**config.mk**
```make
export PLATFORM = sky130hd
export DESIGN_NAME = register_file_dumper
export DESIGN_NICKNAME = d
export VERILOG_FILES = /design/src/rtl/register_file_dumper.sv
export SDC_FILE = /design/constraint.sdc
export NUM_CORES = 1
export LEC_CHECK = 0
export CAP_MARGIN = 20
export CORE_MARGIN = 4
export CORE_UTILIZATION = 30
export CTS_BUF_LIST = sky130_fd_sc_hd__clkbuf_8
export DETAILED_ROUTE_END_ITERATION = 12
export GPL_ROUTABILITY_DRIVEN = 0
export PLACE_DENSITY_LB_ADDON = 0.2
export SETUP_SLACK_MARGIN = 0.1
export SYNTH_ARGS = -nofsm -noshare
export SYNTH_HDL_FRONTEND = slang
export SYNTH_SLANG_ARGS = --single-unit
```
**constraint.sdc**
```tcl
create_clock -name clk -period 2.6 [get_ports clk]
set_input_delay 0.52 -clock clk [delete_from_list [all_inputs] [get_ports clk]]
set_output_delay 0.52 -clock clk [all_outputs]
set_load 0.03 [all_outputs]
```
**src/rtl/register_file_dumper.sv**
```systemverilog
// rtl/register_file_dumper.sv - debug reader that streams the 32x32 register file out, two registers per fetch
//
// Purpose:
//   On a start pulse, walks every architectural register through the register
//   file's two combinational read ports, one even/odd pair per FETCH cycle.
//   Each value is then presented as one beat on a valid/ready stream, tagged
//   with its register index. Each pair is captured atomically in its FETCH
//   cycle. There is no whole-file atomicity.
//
// Ports:
//   clk        in   1  clock, all state updates on posedge
//   rst        in   1  synchronous active-high reset, beats every other input
//   start      in   1  begin a dump, honoured only in IDLE
//   busy       out  1  high in FETCH, EMIT0 and EMIT1
//   done       out  1  one-cycle pulse after the last beat is accepted
//   rd_addr0   out  5  register-file read address, port 0 (= base)
//   rd_addr1   out  5  register-file read address, port 1 (= base+1)
//   rd_data0   in  32  register-file read data, port 0
//   rd_data1   in  32  register-file read data, port 1
//   out_valid  out  1  beat presented
//   out_ready  in   1  consumer accepts the beat
//   out_data   out 32  register value
//   out_addr   out  5  register index
//   out_last   out  1  high on the beat for register N_REGS-1 only
//
// N_REGS must be even and at most 32.

module register_file_dumper #(
  parameter int N_REGS = 32
) (
  input  logic        clk,
  input  logic        rst,
  input  logic        start,
  output logic        busy,
  output logic        done,
  output logic [4:0]  rd_addr0,
  output logic [4:0]  rd_addr1,
  input  logic [31:0] rd_data0,
  input  logic [31:0] rd_data1,
  output logic        out_valid,
  input  logic        out_ready,
  output logic [31:0] out_data,
  output logic [4:0]  out_addr,
  output logic        out_last
);

  typedef enum logic [2:0] {
    S_IDLE,
    S_FETCH,
    S_EMIT0,
    S_EMIT1,
    S_DONE
  } state_t;

  // Base of the final pair. The odd register of this pair is the last beat.
  localparam logic [4:0] LAST_BASE = 5'(N_REGS - 2);

  state_t      state;
  state_t      state_nxt;
  logic [4:0]  base;
  logic [4:0]  base_nxt;
  logic [31:0] buf0;
  logic [31:0] buf1;

  // Output tag registers. They are loaded only when a new beat becomes
  // current. As a result, address, last and data selection hold their
  // previous values outside EMIT0/EMIT1 and stay stable under backpressure.
  logic        sel_q;   // 0: buf0 is current, 1: buf1 is current
  logic [4:0]  addr_q;
  logic        last_q;

  // base is always even, so OR-ing in bit 0 gives base+1 without an adder.
  assign rd_addr0 = base;
  assign rd_addr1 = base | 5'd1;

  assign out_data = sel_q ? buf1 : buf0;
  assign out_addr = addr_q;
  assign out_last = last_q;

  always_ff @(posedge clk) begin
    if (rst) begin
      state  <= S_IDLE;
      base   <= 5'd0;
      buf0   <= 32'd0;
      buf1   <= 32'd0;
      sel_q  <= 1'b0;
      addr_q <= 5'd0;
      last_q <= 1'b0;
    end else begin
      state <= state_nxt;
      base  <= base_nxt;

      // Atomic pair capture. The even register becomes the current beat.
      if (state == S_FETCH) begin
        buf0   <= rd_data0;
        buf1   <= rd_data1;
        sel_q  <= 1'b0;
        addr_q <= base;
        last_q <= 1'b0;
      end

      // The even beat is accepted, so the odd beat of the same pair becomes current.
      if (state == S_EMIT0 && out_ready) begin
        sel_q  <= 1'b1;
        addr_q <= base | 5'd1;
        last_q <= (base == LAST_BASE);
      end
    end
  end

  // out_valid is a pure function of state. It never looks at out_ready.
  always_comb begin
    state_nxt = state;
    base_nxt  = base;
    busy      = 1'b0;
    done      = 1'b0;
    out_valid = 1'b0;

    case (state)
      S_IDLE: begin
        if (start) begin
          base_nxt  = 5'd0;
          state_nxt = S_FETCH;
        end
      end

      S_FETCH: begin
        busy      = 1'b1;
        state_nxt = S_EMIT0;
      end

      S_EMIT0: begin
        busy      = 1'b1;
        out_valid = 1'b1;
        if (out_ready) begin
          state_nxt = S_EMIT1;
        end
      end

      S_EMIT1: begin
        busy      = 1'b1;
        out_valid = 1'b1;
        if (out_ready) begin
          if (base == LAST_BASE) begin
            state_nxt = S_DONE;
          end else begin
            base_nxt  = base + 5'd2;
            state_nxt = S_FETCH;
          end
        end
      end

      S_DONE: begin
        done      = 1'b1;
        state_nxt = S_IDLE;
      end

      default: begin
        state_nxt = S_IDLE;
      end
    endcase
  end

endmodule

```
# Yosys cells after proc, flatten, opt, wreduce, memory -nomap -nowiden
# Cells that the tools add are included.
dict set report op_classes {
  addsub 1
  mul 0
  n_div 0
  magnitude_cmp 0
  n_eq_ne 9
  shifts 0
  muxes 18
  n_bitwise 0
  reduce_logical 8
}
# op count
set ops {}
lappend ops {{two-way mux 32 bit} 1}
lappend ops {{two-way mux 5 bit} 5}
lappend ops {{two-way mux 3 bit} 4}
lappend ops {{one-hot mux 3 bit (4 select lines)} 1}
lappend ops {{one-hot mux 5 bit (2 select lines)} 1}
lappend ops {{inequality test 2 bit (second input constant)} 4}
lappend ops {{== test 3 x 2 -> 1 bit (second input constant)} 2}
lappend ops {{two-way mux 1 bit} 6}
lappend ops {{adder 5 x 2 -> 5 bit (second input constant)} 1}
lappend ops {{== test 5 bit (second input constant)} 1}
lappend ops {{AND reduction 4 bit} 1}
lappend ops {{nonzero test 2 bit} 2}
lappend ops {{== test 3 x 1 -> 1 bit (second input constant)} 1}
lappend ops {{== test 3 bit (second input constant)} 1}
lappend ops {{zero test 3 bit} 1}
lappend ops {{AND reduction 3 bit} 1}
lappend ops {{OR reduction 3 bit} 1}
lappend ops {{OR reduction 2 bit} 1}
lappend ops {{logical AND 1 bit} 1}
dict set report word_totals {
  reg_bits 79
  latchBits 0
  mem_bits_rw 0
  mem_bits_ro 0
  input_bits 68
  out_inout_bits 51
  wordCells 43
  memories 0
}

# Logic depth before layout (Yosys ltp)
# Gate-level depths: netlist of run 1.
dict set report logic_depth {
  depth_word 4
  ltp_mapped 7
  ltp_nobuf 3
}

# Worst setup path before layout of run 1
# OpenSTA, ideal clock, no wires.
dict set report synth_timing {
  path_kind {register -> output}
  start {register state[2]}
  end {output port done}
  arrival_ns 1.200
  required_ns 2.080
  path_slack_ns 0.880
  path_stages_with_launch 4
  path_buffers 1
  path_cell_list {dfxtp_1 buf_6 inv_1 nor3_1}
}
dict set report synth_via {
  elab_chain_cells 2
}
# item line
set synth_rtl {}
lappend synth_rtl {{start, declared} 58} ;# state_t state;
lappend synth_rtl {{start signal, assigned} 90} ;# state <= state_nxt;
lappend synth_rtl {{== test 3 bit} 119} ;# case (state)
lappend synth_rtl {{two-way mux 1 bit} 119}
lappend synth_rtl {{end, declared} 35} ;# output logic done,
# Every way passes these cells.

==> results of run 1 <==
==> cells by family (layout without fill, tap and decap cells) <==
family          after synthesis  in the layout  share of synthesized area
fa+ha+maj                     1              1                    0.00378
buf+inv                      41            142                     0.0699
mux                          36             36                      0.121
compound gates               82             82                      0.136
simple gates                157            157                      0.202
flops                        77             77                      0.466
other cells                   2              2                    0.00227
==> state kept, by name (all words and copies together) (netlist names) <==
name,cells
state,3
out_addr,5
buf0,32
buf1,32
rd_addr0,4
out_last,1
==> synth_stat cells <==
cell       count  area, um^2
a211o_1        1        8.76
a21boi_0       1        7.51
a21oi_1       69         345
a22oi_1        1        7.51
a311o_1        1        10.0
a311oi_1       3        26.3
a31oi_1        1        6.26
and3_1         1        6.26
buf_2         11        55.1
buf_4          7        52.6
buf_6          5        56.3
clkbuf_1      15        56.3
conb_1         2        7.51
dfxtp_1       77        1540
ha_1           1        12.5
inv_1          3        11.3
mux2_2        32         360
mux2i_1        4        40.0
nand2_1      131         492
nand2_4        1        11.3
nand2b_1       8        50.1
nand3_1        2        10.0
nand3b_1       1        7.51
nand4_1        1        6.26
nand4bb_1      1        11.3
nor2_1         2        7.51
nor2b_1        1        6.26
nor3_1         1        5.00
nor3b_1        1        7.51
nor4_1         1        6.26
o21a_1         1        7.51
o21ai_0        1        5.00
o21bai_1       1        7.51
o221ai_1       1        8.76
o32ai_1        1        8.76
or2_2          2        12.5
or3b_1         2        17.5
or4b_1         1        10.0
==> routing by layer <==
metal,vias to the layer above,routed length [um]
met4,0,63
li1,1498,-
met5,-,0
met2,78,3800
met3,7,600
met1,1303,4080
==> worst paths after layout <==
check               from           end  slack [ns]  cells past startpoint
min              buf0[0]       buf0[0]        0.45                      2
max reg2reg     state[0]       buf1[0]        0.60                      4
min reg2reg      buf0[0]       buf0[0]        0.45                      2
max          out_addr[0]  out_data[30]        0.22                      3
==> worst min-delay path: stages, from the launching register on <==
cell,delay [ns]
dfxtp_1,0.31
nand2_1,0.05
a21oi_1,0.05
==> through the flow <==
stage / hold slack (ns) / cell area [um^2] / utilization
floorplan: 0.433 / 3310 / -
global placement: 0.439 / 4490 / 0.414
detailed placement: 0.444 / 4490 / 0.414
CTS: 0.455 / 4710 / 0.434
global route: 0.471 / 4710 / 0.434
finish: 0.453 / 4710 / 0.434
==> report_power, final <==
part           internal (mW)  total, mW  switching, mW
combinational          0.369      0.826          0.456
sequential              1.29       1.36         0.0637
clock                  0.537      0.970          0.433
==> final cells by class <==
type | count | area [um^2]
inverters | 3 | 11.3
clock buffers | 9 | 124
multi-input cells | 278 | 1540
fillers | 1111 | 6130
clock inverters | 7 | 91.3
well taps | 140 | 175
flip-flops and latches | 77 | 1550
repair buffers | 123 | 1220
==> flow_metrics.env, run 1 <==
export IMPL_io_pins=119
export IMPL_finalHoldViolCount=0
export IMPL_chipWidth_um=113
export IMPL_period_share=0.915
export IMPL_grt_overflow=0
export IMPL_antenna_found_initial=0
export IMPL_fp_row_count=38
export IMPL_ctsResizeCount=0
export IMPL_setup_viol=0
export IMPL_cts_hold_buf=0
export IMPL_antenna_cells=0
export IMPL_layout_commonest_cell="nand2_1"
export IMPL_hpwl_um=5770
export IMPL_maxSlewViolCount=0
export IMPL_io_buffers=116
export IMPL_placed_cells=621
export IMPL_cp_max_fo=24
export IMPL_ys_seq_area_frac=0.466
export IMPL_max_slew_margin=0.569
export IMPL_coreArea_mm2=0.0108
export IMPL_ir_worst_vdd_uv=265
export IMPL_path_cells="buf_12 -> mux2_2 -> clkdlybuf4s50_1"
export IMPL_grt_use_met1=0.174
export IMPL_finalCriticalPeriod_ns=2.38
export IMPL_synthCells=396
export IMPL_initial_core_util=0.305
export IMPL_wire_per_inst_um=13.4
export IMPL_power_density_mw_per_mm2=669
export IMPL_path_clk_slew_ns=0.07
export IMPL_cts_num_sinks=77
export IMPL_fin_ws_ns=0.221
export IMPL_critical_path_required_ns=2.08
export IMPL_cts_tree="built"
export IMPL_crit_family="buffers and inverters"
export IMPL_outcome="completed"
export IMPL_nets=561
export IMPL_layout_common_cells="131 x nand2_1, 115 x clkdlybuf4s50_1, 74 x dfxtp_1"
export IMPL_ys_ff_latch=77
export IMPL_cts_max_path_buffers=2
export IMPL_syn_area_mm2=0.00331
export IMPL_first_pass_iters=4
export IMPL_first_global_vias=2954
export IMPL_timing_fmax_mhz=420
export IMPL_clkLatencyLatePin_ns=0.34
export IMPL_via_per_inst=4.53
export IMPL_postCtsSetupRepairBufs=0
export IMPL_finalNonFillerCells=637
export IMPL_drive_gt1_frac=0.127
export IMPL_clock_skew_ns=0.00884
export IMPL_crit_buf_inv=2
export IMPL_cts_max_level=3
export IMPL_tightest_slew_ns=0.646
export IMPL_numCtsBuffers=9
export IMPL_die_h_um=113
export IMPL_p_leak_nw=1.70
export IMPL_grt_pass1_wl_um=14300
export IMPL_yosys_warnings=0
export IMPL_antenna_left=0
export IMPL_area_growth_pct=42.3
export IMPL_grt_max_degree=41
export IMPL_p_total_mw=3.15
export IMPL_cpMaxStageDelayCell="clkdlybuf4s50_1"
export IMPL_max_cap_violations=0
export IMPL_criticalPathCategory="flip-flop to output port"
export IMPL_drt_wl_total_um=8540
export IMPL_crit_arrival_ns=1.86
export IMPL_grt_most_used_layer="met2"
export IMPL_rsz0062_at_grt="no"
export IMPL_synth_cell_type_count=38
export IMPL_vias=2886
export IMPL_syn_nets=465
export IMPL_drtIter0Drc=115
export IMPL_drc=0
export IMPL_start_kind="flip-flop"
export IMPL_critPathMaxStageDelay_ns=0.62
export IMPL_grt_usage=0.136
export IMPL_place_ws_ns=0.507
export IMPL_use_met3=0.0529
export IMPL_end_kind="output port"
export IMPL_synth_area_per_cell_um2=8.36
export IMPL_fin_setup_tns_ns=0
export IMPL_clock_root_buffer="clkbuf_8"
export IMPL_grt_util_met2=0.218
export IMPL_hold_class="flip-flop to flip-flop"
export IMPL_die_area_mm2=0.0128
No activity file was read; power rests on OpenSTA's default activity.
==> run 2: changes to the inputs <==
Settings changed: CAP_MARGIN 20 to unset, CELL_PAD_IN_SITES_DETAIL_PLACEMENT set to 0, CELL_PAD_IN_SITES_GLOBAL_PLACEMENT set to 2, CORE_UTILIZATION 30 to 28.
==> run 2 against run 1 <==
  * Via count is 0.28% lower
  * Non-clock buffer count is 1 lower
  * Sequential power hardly changed
==> flow_metrics.env, run 2 (synthesis results as in run 1) <==
export IMPL_outcome="completed"
export IMPL_multiInputGateArea_mm2=0.00154
export IMPL_critical_path_required_ns=2.08
export IMPL_end_kind="output port"
export IMPL_p_leak_nw=1.80
export IMPL_io_buffers=116
export IMPL_criticalPathCategory="flip-flop to output port"
export IMPL_wire_per_inst_um=14.0
export IMPL_drive_gt1_frac=0.123
export IMPL_via_per_inst=4.50
export IMPL_cts_num_sinks=77
export IMPL_crit_family="buffers and inverters"
export IMPL_die_area_mm2=0.0136
export IMPL_hpwl_um=6060
export IMPL_fp_row_count=39
export IMPL_timing_fmax_mhz=426
export IMPL_cp_common_cell="nor2_1"
export IMPL_maxSlewViolCount=0
export IMPL_clock_skew_ns=0.0115
export IMPL_stdcell_area_mm2=0.00467
export IMPL_cts_max_level=3
export IMPL_drc=0
export IMPL_layout_common_cells="131 x nand2_1, 90 x clkdlybuf4s50_1, 75 x dfxtp_1"
export IMPL_finalCriticalPeriod_ns=2.35
export IMPL_crit_buf_inv=1
export IMPL_ir_worst_vdd_uv=219
export IMPL_io_pins=119
export IMPL_antenna_cells=0
export IMPL_fin_util=0.406
export IMPL_drt_wl_total_um=8920
export IMPL_rsz0062_at_grt="no"
export IMPL_cts_tree="built"
export IMPL_die_h_um=117
export IMPL_critPathMaxStageDelay_ns=0.67
export IMPL_clkLatencyLatePin_ns=0.34
export IMPL_fin_setup_tns_ns=0
export IMPL_power_density_mw_per_mm2=657
export IMPL_p_switching_mw=0.966
export IMPL_finalHoldViolCount=0
export IMPL_antenna_left=0
export IMPL_crit_arrival_ns=1.83
export IMPL_highest_layer="met4"
export IMPL_max_cap_violations=0
export IMPL_fin_ws_ns=0.251
export IMPL_wl_met1_um=4030
export IMPL_first_pass_iters=4
export IMPL_seq_area_mm2=0.00154
export IMPL_setup_viol=0
export IMPL_cp_max_fo=13
export IMPL_cpMaxStageDelayCell="clkdlybuf4s50_1"
export IMPL_path_clk_slew_ns=0.08
export IMPL_wl_met2_um=4320
export IMPL_cts_max_path_buffers=2
export IMPL_swShare=0.315
export IMPL_grt_max_degree=54
export IMPL_p_comb_frac=0.257
export IMPL_postPlaceCellArea_mm2=0.00450
export IMPL_area_growth_pct=41.1
export IMPL_start_kind="flip-flop"
export IMPL_vias=2878
export IMPL_power_internal_mw=2.10
export IMPL_clock_root_buffer="clkbuf_8"
export IMPL_nets=560
export IMPL_layout_commonest_cell="nand2_1"
export IMPL_path_cells="nor2_1 -> nor2_1 -> clkdlybuf4s50_1"
export IMPL_grt_usage=0.129
export IMPL_numCtsBuffers=9
export IMPL_chipWidth_um=117
export IMPL_antenna_found_initial=0
export IMPL_clkPwrFrac=0.297
export IMPL_grt_overflow=0
export IMPL_first_global_vias=2785
export IMPL_initial_core_util=0.287
export IMPL_seq_power_share=0.446
export IMPL_drtIter0Drc=145
export IMPL_coreArea_mm2=0.0115
export IMPL_grt_pass1_wl_um=13900
export IMPL_period_share=0.903
export IMPL_place_ws_ns=0.418
export IMPL_hold_class="flip-flop to flip-flop"
export IMPL_met3WireLength_um=457
export IMPL_fillers=1208
[run 2: cell types whose count changed in the layout (fill, tap and decap cells not counted), moves of 2 or more]
cell	delta
buf_4	-2
clkdlybuf4s50_1	-25
clkinv_4	-2
clkinvlp_4	+2
dlygate4sd2_1	+25
[run 2: metrics by stage]
step | power [mW] | hold slack, ns | cells
floorplan | 1.92 | 0.433 | 396
global placement | 2.23 | 0.441 | 623
detailed placement | 2.24 | 0.445 | 623
CTS | 3.14 | 0.457 | 639
global route | 3.25 | 0.472 | 639
finish | 3.07 | 0.453 | 639
[run 2: timing repair]
action,CTS,global route
hold buffers,0,0
endpoints found under the setup margin,26,0
buffers inserted,0,0
gates resized for setup,26,0
[run 2: cell type report]
| cell class | count | share of cell area |
|---|---|---|
| Clock buffer | 10 | 0.0295 |
| Clock inverter | 6 | 0.0134 |
| Inverter | 3 | 0.00241 |
| Multi-Input combinational cell | 278 | 0.330 |
| Sequential cell | 77 | 0.331 |
| Tap cell | 143 | 0.0383 |
| Timing Repair Buffer | 122 | 0.256 |
[run 2: power groups by stage]
stage / Combinational (mW) / Clock, mW / Sequential, mW
after floorplan: 0.560 / 0 / 1.36
after global placement: 0.833 / 0 / 1.40
after detailed placement: 0.839 / 0 / 1.40
after CTS: 0.809 / 0.960 / 1.37
after global routing: 0.871 / 0.994 / 1.38
final: 0.789 / 0.913 / 1.37
[run 2: worst paths after layout]
path	startpoint	endpoint	slack [ns]	cells after the start
setup / recovery	state[1]	busy	0.25	3
hold / removal	buf1[9]	buf1[9]	0.45	2
setup reg to reg	state[0]	out_addr[1]	0.74	4
hold reg to reg	buf1[9]	buf1[9]	0.45	2
[run 2: per-layer routing]
metal	global-route usage	vias up
met5	0	-
met3	0.0264	8
met4	0.0550	0
met1	0.163	1310
met2	0.212	66
li1	-	1494
[run 2: worst min-delay path, cell delays in order, from the launching register on]
cell	delay (ns)
dfxtp_1	0.31
nand2_1	0.05
a21oi_1	0.05
